File: config.mk
export PLATFORM = sky130hd
export DESIGN_NAME = seq_chunk_adder
export DESIGN_NICKNAME = d
export VERILOG_FILES = /design/src/rtl/adder_pkg.sv /design/src/rtl/chunk_ripple_adder.sv /design/src/rtl/seq_chunk_adder.sv
export SDC_FILE = /design/constraint.sdc
export NUM_CORES = 1
export LEC_CHECK = 0
export ABC_CLOCK_PERIOD_IN_PS = 9100
export CELL_PAD_IN_SITES_DETAIL_PLACEMENT = 1
export CELL_PAD_IN_SITES_GLOBAL_PLACEMENT = 1
export CORE_AREA = 3 3 120 122
export DETAILED_ROUTE_END_ITERATION = 12
export DIE_AREA = 0 0 123 125
export PLACE_DENSITY_LB_ADDON = 0.1
export SLEW_MARGIN = 20
export SYNTH_ARGS = -nofsm -noshare
export SYNTH_HDL_FRONTEND = slang
export SYNTH_SLANG_ARGS = --single-unit
File: constraint.sdc
create_clock -name clk -period 9.1 [get_ports clk]
set_clock_uncertainty 0.05 [all_clocks]
set_input_delay 2.73 -clock clk [delete_from_list [all_inputs] [get_ports clk]]
set_output_delay 2.73 -clock clk [all_outputs]
set_load 0.02 [all_outputs]
File: src/rtl/adder_pkg.sv
// adder_pkg: FSM states and width helper shared by seq_chunk_adder
package adder_pkg;
  typedef enum logic [1:0] {IDLE, RUN, DONE} state_e;
  function automatic int clog2(input int v);
    int r;
    r = 0;
    while ((1 << r) < v) r++;
    return r;
  endfunction
endpackage

File: src/rtl/chunk_ripple_adder.sv
// chunk_ripple_adder: combinational ripple of CHUNK full adders
module chunk_ripple_adder #(
  parameter int CHUNK = 8
) (
  input  logic [CHUNK-1:0] a,
  input  logic [CHUNK-1:0] b,
  input  logic             cin,
  output logic [CHUNK-1:0] s,
  output logic             cout,
  output logic             c_msb
);
  logic [CHUNK:0] c;
  assign c[0] = cin;
  for (genvar i = 0; i < CHUNK; i++) begin : g_fa
    assign s[i] = a[i] ^ b[i] ^ c[i];
    assign c[i+1] = (a[i] & b[i]) | (c[i] & (a[i] ^ b[i]));
  end
  assign cout = c[CHUNK];
  assign c_msb = c[CHUNK-1];
endmodule

File: src/rtl/seq_chunk_adder.sv
// seq_chunk_adder: multi-cycle add/sub, CHUNK bits per cycle through one shared ripple chain
module seq_chunk_adder
  import adder_pkg::*;
#(
  parameter int WIDTH = 32,
  parameter int CHUNK = 8
) (
  input  logic             clk,
  input  logic             rst_n,
  input  logic             in_valid,
  output logic             in_ready,
  input  logic [WIDTH-1:0] a,
  input  logic [WIDTH-1:0] b,
  input  logic             cin,
  input  logic             sub,
  output logic             out_valid,
  input  logic             out_ready,
  output logic [WIDTH-1:0] sum,
  output logic             cout,
  output logic             ovf
);
  localparam int NCHUNK = WIDTH / CHUNK;
  localparam int IW = NCHUNK > 1 ? clog2(NCHUNK) : 1;
  if (WIDTH % CHUNK != 0) begin : g_chunk_check
    $fatal(1, "seq_chunk_adder: WIDTH must be a multiple of CHUNK");
  end
  state_e state_q, state_d;
  logic [IW-1:0] idx_q, idx_d;
  logic [WIDTH-1:0] op_a_q, op_a_d, op_b_q, op_b_d, res_q, res_d, sum_q, sum_d;
  logic carry_q, carry_d, msb_q, msb_d, out_valid_q, out_valid_d;
  logic cout_q, cout_d, ovf_q, ovf_d;
  logic [CHUNK-1:0] s;
  logic co, cm, last;
  assign last = idx_q == IW'(NCHUNK - 1);
  chunk_ripple_adder #(.CHUNK(CHUNK)) u_chain (
    .a    (op_a_q[idx_q*CHUNK +: CHUNK]),
    .b    (op_b_q[idx_q*CHUNK +: CHUNK]),
    .cin  (carry_q),
    .s    (s),
    .cout (co),
    .c_msb(cm)
  );
  // capture operands in IDLE, ripple one chunk per RUN cycle, load then present result in DONE
  always_comb begin
    state_d = state_q;
    idx_d = idx_q;
    op_a_d = op_a_q;
    op_b_d = op_b_q;
    res_d = res_q;
    carry_d = carry_q;
    msb_d = msb_q;
    out_valid_d = out_valid_q;
    sum_d = sum_q;
    cout_d = cout_q;
    ovf_d = ovf_q;
    if (state_q == IDLE && in_valid) begin
      op_a_d = a;
      op_b_d = sub ? ~b : b;
      carry_d = sub ? ~cin : cin;
      idx_d = '0;
      state_d = RUN;
    end
    if (state_q == RUN) begin
      res_d[idx_q*CHUNK +: CHUNK] = s;
      carry_d = co;
      msb_d = cm;
      idx_d = last ? '0 : idx_q + 1'b1;
      state_d = last ? DONE : RUN;
    end
    if (state_q == DONE && !out_valid_q) begin
      sum_d = res_q;
      cout_d = carry_q;
      ovf_d = msb_q ^ carry_q;
      out_valid_d = 1'b1;
    end
    if (state_q == DONE && out_valid_q && out_ready) begin
      out_valid_d = 1'b0;
      state_d = IDLE;
    end
  end
  // state and datapath registers, cleared asynchronously
  always_ff @(posedge clk or negedge rst_n) begin
    if (!rst_n) begin
      state_q <= IDLE;
      idx_q <= '0;
      op_a_q <= '0;
      op_b_q <= '0;
      res_q <= '0;
      carry_q <= 1'b0;
      msb_q <= 1'b0;
      out_valid_q <= 1'b0;
      sum_q <= '0;
      cout_q <= 1'b0;
      ovf_q <= 1'b0;
    end else begin
      state_q <= state_d;
      idx_q <= idx_d;
      op_a_q <= op_a_d;
      op_b_q <= op_b_d;
      res_q <= res_d;
      carry_q <= carry_d;
      msb_q <= msb_d;
      out_valid_q <= out_valid_d;
      sum_q <= sum_d;
      cout_q <= cout_d;
      ovf_q <= ovf_d;
    end
  end
  assign in_ready = state_q == IDLE;
  assign out_valid = out_valid_q;
  assign sum = sum_q;
  assign cout = cout_q;
  assign ovf = ovf_q;
endmodule

==> flow_summary_export.csv <==
group,metric,value,unit
sta,rsz0062_at_grt,"no",
cells_and_area,area_growth,29.0,%
routing,dr_wl_met3,497,um
clocking,cts_buffers,17,
min_path,whs_path_depth,1,
logic_synthesis,synth_compound_area_share,7.89,%
clocking,clk_pin_slew_worst_paths,60,ps
logic_synthesis,synth_seq_cells,137,
logic_synthesis,synth_cell_types,35,
clocking,hold_buffers,0,
logic_synthesis,synthAdderAreaFrac,3.86,%
routing,routed_wl,13700,um
sta,fin_crit,4810,ps
routing,top_layer_used,"met4",
logic_synthesis,synthTopCellsByArea,"dfrtp_1, mux2_2, mux4_2",
floorplan,dieArea,15400,um^2
logic_synthesis,yosysSeqAreaShare,56.3,%
logic_synthesis,synth_top_area_cell,"dfrtp_1",
sta,maxClockFrequency,208,MHz
cells_and_area,fin_area,7850,um^2
clocking,cts_tree,"built",
sta,max_slew.worst_pin.slew,1050,ps
global_routing,grt.total_usage,19.3,%
logic_synthesis,synth_ff_type,"dfrtp_1",
cells_and_area,drive_gt1_share,22.3,%
placement,gp_congestion,0.726,
cells_and_area,fin_nets,628,
floorplan,core-area,13300,um^2
logic_synthesis,synth_nets,524,
setup_path,cpPeakStageDelay,670,ps
setup_path,crit_arrival,5060,ps
routing,drtAntennaViolNets,0,
cells_and_area,most-common-layout-cells,"dfrtp_1, clkdlybuf4s50_1, mux2_2",
global_routing,antenna_found_initial,0,
cells_and_area,seq_area,3430,um^2
routing,routed_via_density,5.20,
logic_synthesis,synth_edf_count,0,
floorplan,initial_core_util,45.8,%
setup_path,cpLargestDelayFamily,"adder cells",
floorplan,die_w,123,um
sta,fin_crit_sh,52.8,%
cells_and_area,num_antenna_cells,0,
clocking,cts_buffer_depth,2,
logic_synthesis,synthSimpleGateAreaFrac,5.18,%
routing,drt-initial-drc-count,187,
clocking,cts-htree-levels,4,
setup_path,slowest_stage,"dfrtp_1",
logic_synthesis,synthCells,440,
run_status,run_status,"completed",
pwr,peakVddDrop,0.000264,V
placement,dp_hpwl,9480,um
logic_synthesis,syn_avg_cell_area,13.8,um^2
sta,hold_viol,0,
pwr,powerDensity,386,nW/um^2
floorplan,io_pins,106,
routing,drc,0,
setup_path,start_kind,"flip-flop",
clocking,clk_latency,420,ps
floorplan,rows,42,
global_routing,overflow,0,
logic_synthesis,syn_area,6090,um^2
cells_and_area,multiInputGateArea,2450,um^2
setup_path,cp.depth,13,
sta,tns,0,ps
clocking,cts_root_buf,"clkbuf_16",
placement,placed_area,7230,um^2
cells_and_area,fill_cells,1330,
pwr,p_leak,3.36,nW
routing,first_pass_iters,4,
setup_path,critical_path.most_common_cell,"fa_1",
sta,slew_violations,0,
sta,finalSetupViolations,0,
setup_path,ff2ff_path_depth,13,
global_routing,grt_first_pass_wirelength,22800,um
placement,port_buffers,105,
logic_synthesis,synth_xor_area_share,4.89,%
global_routing,grt_max_degree,101,
sta,slew_headroom,29.9,%
floorplan,chipHeight,125,um
global_routing,grt_pass1_vias,4220,
setup_path,cp_cell_sequence,"buf_4 -> mux4_2 -> inv_1 -> fa_1 -> fa_1 -> fa_1 -> fa_1 -> inv_1 -> fa_1 -> fa_1 -> fa_1 -> fa_1 -> a22o_1",
logic_synthesis,synthArstFlopShare,100,%
logic_synthesis,yosysWarnings,0,
flow_run,cap_violations,0,
setup_path,critPathBufInv,3,
min_path,hp-class,"reg2reg",
routing,met1_length,5910,um
clocking,cts.sinks,137,
logic_synthesis,synth_top_family_by_area,"multiplexers",
setup_path,crit_fanout,15,
routing,routed-wl-met2,7100,um
clocking,cts_resized,0,
setup_path,worstSetupPathType,"reg2reg",
routing,num_vias,3812,
logic_synthesis,yosys.area.top_type_share,56.3,%
cells_and_area,final_common_cell,"dfrtp_1",
clocking,post_cts_buffers,0,
routing,routedWlPerCell,18.7,um
logic_synthesis,muxShareOfSynthArea,18.3,%
setup_path,cp_data_required_time,9350,ps
setup_path,endpoint_kind,"flip-flop",
## Yosys cell counts, types with 4 or more instances
| master | count |
|---|---|
| xnor2_1 | 33 |
| a22o_1 | 16 |
| buf_6 | 4 |
| mux2_2 | 62 |
| a21oi_1 | 36 |
| dfrtp_1 | 137 |
| buf_4 | 8 |
| ha_1 | 6 |
| nor2_1 | 38 |
| inv_1 | 13 |
| buf_2 | 13 |
| fa_1 | 8 |
| nand2_1 | 9 |
| mux4_2 | 16 |
| mux2_1 | 4 |
| o2bb2ai_1 | 16 |
## report_power, final
| group | total (W) | switching, W | internal [W] | leakage (nW) |
|---|---|---|---|---|
| clock network | 0.000714 | 0.000255 | 0.000459 | 0.297 |
| logic | 0.00130 | 0.000701 | 0.000599 | 1.34 |
| registers | 0.00101 | 0.000164 | 0.000850 | 1.72 |
## state kept, by name, indices dropped and copies added, names as in the netlist
| register | count |
|---|---|
| carry_q | 1 |
| cout | 1 |
| idx_q | 2 |
| msb_q | 1 |
| op_a_q | 32 |
| op_b_q | 32 |
| out_valid | 1 |
| ovf | 1 |
| res_q | 32 |
| state_q | 2 |
| sum | 32 |
## metal layers
layer	global-route usage (%)	up-vias
met5	0	-
met4	5.80	0
met3	4.34	13
met2	32.1	75
met1	25.4	1953
li1	-	1771
## final cells by class
cell class,instances,area share (%)
Clock buffer,21,6.12
Clock inverter,11,1.83
Inverter,13,0.621
Multi-Input combinational cell,265,31.2
Sequential cell,137,43.7
Tap cell,176,2.80
Timing Repair Buffer,110,13.8
## final timing paths
check	startpoint	end	slack [ps]
setup / recovery	idx_q[0]	res_q[15]	4290
min in group asynchronous	rst_n	out_valid	2300
setup reg to reg	idx_q[0]	res_q[15]	4290
hold / removal	sum[22]	sum[22]	440
max in group asynchronous	rst_n	ovf	5430
hold reg to reg	sum[22]	sum[22]	440
## metrics by stage
stage               hold slack, ps  util (%)  cells  power [W]  setup slack (ps)
floorplan                      401         -    440    0.00181              4880
global placement               417      54.4    701    0.00230              4350
detailed placement             428      54.4    701    0.00233              4290
CTS                            445      59.1    733    0.00308              4240
global route                   459      59.1    733    0.00322              3980
finish                         439      59.1    733    0.00303              4290
## cells by family after synthesis
kind of cell	count (synthesis)
DFF	137
muxes	83
AOI/OAI and AO/OA	71
and+or+nand+nor	63
buffers and inverters	38
xor gates and xnor gates	34
adders and majority gates	14
Note: power is estimated with default switching activity, not from simulation.
